**config.mk**
```make
export PLATFORM = sky130hd
export DESIGN_NAME = hex_dump_stream
export DESIGN_NICKNAME = d
export VERILOG_FILES = /design/src/rtl/hex_dump_pkg.sv /design/src/rtl/hex_dump_linebuf.sv /design/src/rtl/hex_dump_stream.sv
export SDC_FILE = /design/constraint.sdc
export NUM_CORES = 1
export LEC_CHECK = 0
export ABC_CLOCK_PERIOD_IN_PS = 3670
export CORE_ASPECT_RATIO = 2
export CORE_MARGIN = 8
export CORE_UTILIZATION = 48
export DETAILED_ROUTE_END_ITERATION = 8
export PLACE_DENSITY_LB_ADDON = 0.08
export SKIP_LAST_GASP = 1
export SLEW_MARGIN = 20
export SYNTH_ARGS = -nofsm -noshare
export SYNTH_HDL_FRONTEND = slang
export SYNTH_HIERARCHICAL = 1
export SYNTH_SLANG_ARGS = --single-unit
```
**constraint.sdc**
```tcl
create_clock -name clk -period 3.67 [get_ports clk]
set_clock_uncertainty 0.1 [all_clocks]
set_input_delay 1.101 -clock clk [delete_from_list [all_inputs] [get_ports clk]]
set_output_delay 1.101 -clock clk [all_outputs]
set_load 0.02 [all_outputs]
```
**src/rtl/hex_dump_pkg.sv**
```systemverilog
// Shared types, character constants and helpers for the hex-dump character stream.
// HEX_DUMP_ASCII_COL_EN adds the line-end ASCII column states.
package hex_dump_pkg;

    typedef enum logic [3:0] {
        WAIT,
        ADDR,
        COLON,
        SP0,
        HI,
        LO,
        SP1,
`ifdef HEX_DUMP_ASCII_COL_EN
        PAD,
        ASEP,
        ASCII,
        ABAR,
`endif
        CR,
        LF
    } hex_state_t;

    localparam logic [7:0] CHAR_CR    = 8'd13;
    localparam logic [7:0] CHAR_LF    = 8'd10;
    localparam logic [7:0] CHAR_SP    = 8'h20;
    localparam logic [7:0] CHAR_COLON = 8'h3A;
    localparam logic [7:0] CHAR_BAR   = 8'h7C;
    localparam logic [7:0] CHAR_DOT   = 8'h2E;

    // Uppercase hex digit for one nibble
    function automatic logic [7:0] nibble_to_ascii(input logic [3:0] n);
        if (n < 4'd10)
            return 8'h30 + {4'h0, n};
        else
            return 8'h41 + {4'h0, n} - 8'd10;
    endfunction

    // True for characters the console can show verbatim
    function automatic logic is_printable(input logic [7:0] b);
        return (b >= 8'h20) && (b <= 8'h7E);
    endfunction

endpackage

```
**src/rtl/hex_dump_linebuf.sv**
```systemverilog
// 16x8 register file holding the bytes of the current text line for the ASCII column.
module hex_dump_linebuf
    import hex_dump_pkg::*;
(
    input  logic       clk,
    input  logic       rst_n,
    input  logic       we,
    input  logic [3:0] waddr,
    input  logic [7:0] wdata,
    input  logic [3:0] raddr,
    output logic [7:0] rdata
);

    logic [7:0] mem [16];

    // Store each accepted byte at its column position
    always_ff @(posedge clk or negedge rst_n) begin
        if (!rst_n) begin
            for (int i = 0; i < 16; i++) mem[i] <= 8'h00;
        end else if (we) begin
            mem[waddr] <= wdata;
        end
    end

    assign rdata = mem[raddr];

endmodule

```
**src/rtl/hex_dump_stream.sv**
```systemverilog
// Turns a byte stream into hex-dump text lines ("AAAA: HH HH ... CR LF") one character
// per cycle. The console sink cannot stall, so the byte source is throttled with in_ready.
// Defining HEX_DUMP_ASCII_COL_EN appends padding and a "|....|" ASCII column at line end.
module hex_dump_stream
    import hex_dump_pkg::*;
#(
    parameter int BYTES_PER_LINE = 16
) (
    input  logic       clk,
    input  logic       rst_n,
    input  logic       in_valid,
    output logic       in_ready,
    input  logic [7:0] in_data,
    input  logic       in_last,
    input  logic       in_clr,
    output logic       wreq,
    output logic [7:0] wchar,
    output logic       busy
);

    localparam logic [4:0] BPL = 5'(BYTES_PER_LINE);

    hex_state_t  state;
    logic [15:0] offset;
    logic [15:0] addr_reg;
    logic [4:0]  col;
    logic [3:0]  idx;
    logic [7:0]  data_reg;
    logic        last_reg;

    logic [15:0] eff_offset;
    logic [4:0]  eff_col;
    logic [4:0]  col_inc;
    logic        line_end;
    logic [3:0]  addr_nib;

    // A clear in WAIT takes effect before a byte offered in the same cycle
    assign eff_offset = in_clr ? 16'h0000 : offset;
    assign eff_col    = in_clr ? 5'd0 : col;
    assign col_inc    = col + 5'd1;
    assign line_end   = (col_inc == BPL) || last_reg;
    assign in_ready   = (state == WAIT);
    assign busy       = (state != WAIT);

    // Next offset nibble to print while walking the four ADDR characters
    always_comb begin
        addr_nib = addr_reg[3:0];
        case (idx)
            4'd0:    addr_nib = addr_reg[11:8];
            4'd1:    addr_nib = addr_reg[7:4];
            default: addr_nib = addr_reg[3:0];
        endcase
    end

`ifdef HEX_DUMP_ASCII_COL_EN
    logic [5:0] pad_cnt;
    logic [5:0] pad_init;
    logic [4:0] missing;
    logic [3:0] raddr;
    logic [7:0] rdata;
    logic [7:0] ascii_char;

    assign missing    = BPL - col_inc;
    assign pad_init   = ({1'b0, missing} << 1) + {1'b0, missing} - 6'd1;
    assign raddr      = (state == ASCII) ? idx + 4'd1 : 4'd0;
    assign ascii_char = is_printable(rdata) ? rdata : CHAR_DOT;

    hex_dump_linebuf u_linebuf (
        .clk   (clk),
        .rst_n (rst_n),
        .we    (in_ready && in_valid),
        .waddr (eff_col[3:0]),
        .wdata (in_data),
        .raddr (raddr),
        .rdata (rdata)
    );
`endif

    // Character sequencer: state names the character currently presented on wchar
    always_ff @(posedge clk or negedge rst_n) begin
        if (!rst_n) begin
            state    <= WAIT;
            offset   <= 16'h0000;
            addr_reg <= 16'h0000;
            col      <= 5'd0;
            idx      <= 4'd0;
            data_reg <= 8'h00;
            last_reg <= 1'b0;
            wreq     <= 1'b0;
            wchar    <= 8'h00;
`ifdef HEX_DUMP_ASCII_COL_EN
            pad_cnt  <= 6'd0;
`endif
        end else begin
            case (state)
                WAIT: begin
                    if (in_clr) begin
                        offset <= 16'h0000;
                        col    <= 5'd0;
                    end
                    if (in_valid) begin
                        data_reg <= in_data;
                        last_reg <= in_last;
                        offset   <= eff_offset + 16'd1;
                        wreq     <= 1'b1;
                        if (eff_col == 5'd0) begin
                            addr_reg <= eff_offset;
                            idx      <= 4'd0;
                            state    <= ADDR;
                            wchar    <= nibble_to_ascii(eff_offset[15:12]);
                        end else begin
                            state <= HI;
                            wchar <= nibble_to_ascii(in_data[7:4]);
                        end
                    end
                end
                ADDR: begin
                    if (idx == 4'd3) begin
                        state <= COLON;
                        wchar <= CHAR_COLON;
                    end else begin
                        idx   <= idx + 4'd1;
                        wchar <= nibble_to_ascii(addr_nib);
                    end
                end
                COLON: begin
                    state <= SP0;
                    wchar <= CHAR_SP;
                end
                SP0: begin
                    state <= HI;
                    wchar <= nibble_to_ascii(data_reg[7:4]);
                end
                HI: begin
                    state <= LO;
                    wchar <= nibble_to_ascii(data_reg[3:0]);
                end
                LO: begin
                    state <= SP1;
                    wchar <= CHAR_SP;
                end
                SP1: begin
                    col <= col_inc;
                    if (line_end) begin
`ifdef HEX_DUMP_ASCII_COL_EN
                        wchar <= CHAR_SP;
                        idx   <= 4'd0;
                        if (col_inc != BPL) begin
                            state   <= PAD;
                            pad_cnt <= pad_init;
                        end else begin
                            state <= ASEP;
                        end
`else
                        state <= CR;
                        wchar <= CHAR_CR;
`endif
                    end else begin
                        state <= WAIT;
                        wreq  <= 1'b0;
                        wchar <= 8'h00;
                    end
                end
`ifdef HEX_DUMP_ASCII_COL_EN
                PAD: begin
                    wchar <= CHAR_SP;
                    if (pad_cnt == 6'd0) begin
                        state <= ASEP;
                        idx   <= 4'd0;
                    end else begin
                        pad_cnt <= pad_cnt - 6'd1;
                    end
                end
                ASEP: begin
                    if (idx == 4'd0) begin
                        idx   <= 4'd1;
                        wchar <= CHAR_BAR;
                    end else begin
                        state <= ASCII;
                        idx   <= 4'd0;
                        wchar <= ascii_char;
                    end
                end
                ASCII: begin
                    if (({1'b0, idx} + 5'd1) == col) begin
                        state <= ABAR;
                        wchar <= CHAR_BAR;
                    end else begin
                        idx   <= idx + 4'd1;
                        wchar <= ascii_char;
                    end
                end
                ABAR: begin
                    state <= CR;
                    wchar <= CHAR_CR;
                end
`endif
                CR: begin
                    state <= LF;
                    wchar <= CHAR_LF;
                    col   <= 5'd0;
                end
                LF: begin
                    state <= WAIT;
                    wreq  <= 1'b0;
                    wchar <= 8'h00;
                end
                default: begin
                    state <= WAIT;
                    wreq  <= 1'b0;
                    wchar <= 8'h00;
                end
            endcase
        end
    end

endmodule

```
# Yosys cells after proc, flatten, opt, wreduce, memory -nomap -nowiden
# Cells that the tools add are included.
# Widths: inputs -> output; s select.
[totals]
ff_bits = 59
latch_bits = 0
ramBits = 0
mem_bits_ro = 0
in_bits = 13
output_inout_bits = 11
memories = 0
[op_classes]
add_sub_neg = 18
mul = 0
n_div = 0
n_lt_le_gt_ge = 5
eq_ne = 15
shifts = 0
muxes = 27
n_bitwise = 1
n_reduce_logical = 14
[op_table]
columns = ["cell", "n"]
rows = [
  ["$mux 8", 8],
  ["$pmux 8 s7", 1],
  ["$add 7x4->8 const A", 5],
  ["$sub 8x4->8 const B", 5],
  ["$add 6x4->7 const A", 5],
  ["$mux 16", 2],
  ["$pmux 4 s8", 1],
  ["$mux 4", 6],
  ["$lt 4x4->1 const B", 5],
  ["$add 16x1->16 const B", 1],
  ["$eq 4x3->1 const B", 4],
  ["$pmux 4 s2", 2],
  ["$pmux 5 s3", 1],
  ["$eq 4x2->1 const B", 3],
  ["$eq 4x1->1 const B", 2],
  ["$logic_not 4->1", 2],
  ["$ne 2x2->1 const B", 4],
  ["$mux 3", 2],
  ["$reduce_and 3->1", 2],
  ["$reduce_or 6->1", 1],
  ["$add 5x1->5 const B", 1],
  ["$eq 5x5->1 const B", 1],
  ["$logic_not 5->1", 1],
  ["$mux 5", 1],
  ["other kinds (12)", 14],
]

# Logic depth before layout (Yosys ltp)
[logic_depth]
ltp_word = 7
mapped_depth = 10
depth_no_buf = 10

# Worst setup path before layout
# No wires, ideal clock.
[synth_timing]
kind = "input -> register"
from = "input in_clr"
to = "register wchar[2]"
setup_time_ns = 0.126
t_arrival_ns = 2.704
required_time_ns = 3.444
setup_slack_ns = 0.740
cell_stages = 9
path_cell_list = "clkbuf_1 clkbuf_1 nand2b_1 ha_1 o211ai_1 xnor2_1 o21ai_0 o221ai_1 a221o_1"
[synth_between]
elab_chain_cells = 7
word_cells_on_any_way = 11
[synth_rtl]
columns = ["element", "line", "rtl"]
rows = [
  ["start, declared", "hex_dump_stream.sv:15", "input logic in_clr,"],
  ["$mux 16", "n/a", ""],
  ["$add 7x4->8", "hex_dump_pkg.sv:35", "return 8'h41 + {4'h0, n} - 8'd10;"],
  ["$sub 8x4->8", "hex_dump_pkg.sv:35", ""],
  ["$mux 8", "hex_dump_pkg.sv:32", "if (n < 4'd10)"],
  ["$mux 8 (*)", "hex_dump_stream.sv:106", "if (eff_col == 5'd0) begin"],
  ["$mux 8 (*)", "hex_dump_stream.sv:101", "if (in_valid) begin"],
  ["$pmux 8 s7 (*)", "hex_dump_stream.sv:95", "case (state)"],
  ["end signal, assigned", "hex_dump_stream.sv:110", "wchar <= nibble_to_ascii(eff_offset[15:12]);"],
  ["end signal, assigned", "hex_dump_stream.sv:113", "wchar <= nibble_to_ascii(in_data[7:4]);"],
  ["end signal, assigned", "hex_dump_stream.sv:123", "wchar <= nibble_to_ascii(addr_nib);"],
  ["end, declared", "hex_dump_stream.sv:17", "output logic [7:0] wchar,"],
]
# Mark *: on every way between the ends. The rest lies on a longest branch, timed or not. The select of a mux whose other input is x is not followed.
# A chain may end at the register's enable or synchronous reset.

# Worst setup path in the final report
[layout_timing]
from = "register state[1]"
to = "output in_ready"
[layout_between]
elab_chain_cells = 1
[layout_rtl]
columns = ["element", "line", "rtl"]
rows = [
  ["start, declared", "hex_dump_stream.sv:23", "hex_state_t state;"],
  ["start signal, assigned", "hex_dump_stream.sv:82", "state <= WAIT;"],
  ["start signal, assigned", "hex_dump_stream.sv:109", "state <= ADDR;"],
  ["start signal, assigned", "hex_dump_stream.sv:112", "state <= HI;"],
  ["$logic_not 4->1", "hex_dump_stream.sv:42", "assign in_ready = (state == WAIT);"],
  ["end, declared", "hex_dump_stream.sv:12", "output logic in_ready,"],
]
# Every way passes these cells.

==> results_dict.tcl <==
set metrics [dict create \
    grt_setup_unrepaired "false" \
    drt_iter0_markers 270 \
    fp.dieW_um 77.3 \
    setup_viol 0 \
    syn_inst 424 \
    hpwl_um 6580 \
    ys.flop_type "dfrtp_1" \
    holdBufCountCts 0 \
    ys_ff_latch 58 \
    max_clock_freq_mhz 321 \
    critPathKind "flip-flop to output pin" \
    slew_headroom 0.586 \
    p_leak_nw 1.91 \
    critical_path_buf_inv_count 2 \
    post_cts_resized 0 \
    antennaDiodeCount 0 \
    cp.required_ps 2470 \
    ir_drop_mv 0.418 \
    cts_sinks 58 \
    cp_slowest_stage_delay_ps 600 \
    slew_violations 0 \
    largest_register_ffs 16 \
    synth_nets 448 \
    htree_levels 3 \
    wirelength_um 8970 \
    vias 3159 \
    hold_class "flip-flop to flip-flop" \
    root_buffer "clkbuf_16" \
    cts_tree "yes" \
    crit_path_end_kind "output pin" \
    crit_family "buffers and inverters" \
    grt_usage 0.177 \
    grt_max_degree 43 \
    drtPass1Iterations 5 \
    antenna_found_initial 0 \
    wl_per_cell_um 16.5 \
    finalCriticalPeriod_ps 3120 \
    drcViolationCount 0 \
    fillers 699 \
    arrival_ps 1920 \
    seq_area_frac_synth 0.402 \
    crit_path_start_kind "flip-flop" \
    clock_path_buffers 2 \
    ant_nets 0 \
    worst_pin_slew_ps 606 \
    p_total_mw 3.28 \
    fin_tns_setup_ps 0 \
    async_reset_ff_frac 1.00 \
    grt_pass1_wl_um 15300 \
    area_growth_pct 17.9 \
    std_cell_rows 45 \
    cts_buffers 9 \
    slowest_stage "clkdlybuf4s50_1" \
    status "complete, no violations" \
    drive_above_1_share 0.0976 \
    gp_congestion 0.896 \
    fp.coreArea_mm2 0.00743 \
    clk_latency_ps 330 \
    path_cells "nor2_1 > nand2_2 > inv_2 > clkdlybuf4s50_1" \
    ioPinCount 24 \
    yosysWarnings 6 \
    clk_pin_slew_ps 50 \
    cts_setup_buffers 0 \
    grt_pass1_vias 3185 \
    viasPerCell 5.80 \
    dieArea_mm2 0.0107 \
    initial_core_util 0.486 \
    final_hold_viol_count 0 \
    synth_edf_count 0 \
    min_period_over_period 0.850 \
    dieHeight_um 139 \
    ys_types 62 \
    maxCapViolCount 0 \
    nNetsFinal 471 \
    power_density_mw_per_mm2 772 \
    port_buffers 22 \
    critical_path.max_fanout 12 \
    syn_avg_cell_area_um2 8.51 \
    synth_area_mm2 0.00361 \
    grt-ovfl-total 0 \
]
## power breakdown
part | total (mW) | internal [mW] | switching [mW]
combinational | 1.32 | 0.555 | 0.763
sequential | 1.06 | 0.835 | 0.222
clock | 0.910 | 0.627 | 0.283
total | 3.28 | 2.02 | 1.27
## worst min-delay path: stages, from the launching register on
cell and delay (ps):
dfrtp_1 350, nand2_1 50, nand2_1 50
## cell usage in the layout, fill, tap and decap left out, types with 3 or more instances in the layout
cell type        netlist  routed
a211oi_1               3       3
a21oi_1               25      25
a22o_1                 5       5
a22oi_1                5       5
a31oi_1                4       4
and4b_1                3       3
buf_4                  1       8
clkbuf_16              0       9
clkdlybuf4s50_1        0      21
dfrtp_1               58      58
ha_1                  11      11
inv_1                 15      15
mux2_2                10      10
mux2i_1                5       5
nand2_1               67      67
nand3_1               21      21
nand3b_1               9       9
nand4_1                3       3
nor2_1                35      35
nor2b_1               10      10
nor3_1                 5       5
o211ai_1               3       3
o21a_1                 4       4
o21ai_0               33      33
o21ai_1                8       8
o22ai_1                4       4
xnor2_1               10      10
xor2_1                 7       7
## cell usage after synthesis (3+ instances only)
cell type,instances,share of area
o211ai_1,3,0.0062
xnor2_1,10,0.024
nor2b_1,10,0.017
and4b_1,3,0.0083
o21ai_1,8,0.011
a21oi_1,25,0.035
a22o_1,5,0.012
nor2_1,35,0.036
a211oi_1,3,0.0062
o21a_1,4,0.0083
nand2_1,67,0.070
clkbuf_1,11,0.011
o21ai_0,33,0.046
nand3b_1,9,0.019
nor3_1,5,0.0069
o22ai_1,4,0.0069
nand3_1,21,0.029
dfrtp_1,58,0.40
buf_2,4,0.0055
mux2_2,10,0.031
inv_1,15,0.016
xor2_1,7,0.017
a22oi_1,5,0.010
ha_1,11,0.038
nand4_1,3,0.0052
mux2i_1,5,0.014
a31oi_1,4,0.0069
## area by class of cell
type                            instances  area (um2)  share of cell area
Clock buffer                           13         260              0.0612
Clock inverter                          2        60.1              0.0141
Inverter                               17        63.8              0.0150
Multi-Input combinational cell        330        2010               0.472
Sequential cell                        58        1450               0.341
Tap cell                               94         118              0.0276
Timing Repair Buffer                   31         295              0.0694
## stage by stage
step           instances  utilization  instance area, um2  setup WS [ps]  hold slack (ps)
2_1_floorplan        424            -                3610            740              339
3_3_place_gp         530        0.529                3940            375              364
3_5_place_dp         530        0.529                3940            345              370
4_1_cts              545        0.573                4260            516              382
5_1_grt              545        0.573                4260            465              397
6_report             545        0.573                4260            550              382
## layer usage
metal / part of all wire / track usage / wire (um) / vias up
met5: 0 / 0 / 0 / -
met4: 0.020 / 0.0752 / 182 / 0
met3: 0.044 / 0.0422 / 395 / 16
met2: 0.51 / 0.291 / 4600 / 82
met1: 0.42 / 0.213 / 3790 / 1507
li1: - / - / - / 1554
## path summary, 6_finish.rpt
path | startpoint | to | slack [ps] | cells past startpoint
worst max-delay path | state[1] | in_ready | 550 | 4
worst min-delay path | addr_reg[3] | addr_reg[3] | 380 | 2
worst max register to register | idx[0] | wchar[2] | 910 | 10
worst min register to register | addr_reg[3] | addr_reg[3] | 380 | 2
max in group asynchronous | rst_n | offset[8] | 2100 | 2
min in group asynchronous | rst_n | offset[13] | 660 | 1
## kinds of logic (layout without fill, tap and decap cells)
family | count (synthesis) | count (layout) | share of synthesized area
other | 1 | 1 | 0.00104
and+or+nand+nor | 175 | 175 | 0.237
adders and majority gates | 11 | 11 | 0.0381
AOI/OAI and AO/OA | 111 | 111 | 0.193
xor gates and xnor gates | 17 | 17 | 0.0412
buffers and inverters | 36 | 63 | 0.0419
muxes | 15 | 15 | 0.0451
DFF | 58 | 58 | 0.402
No activity file was read; power rests on OpenSTA's default activity.
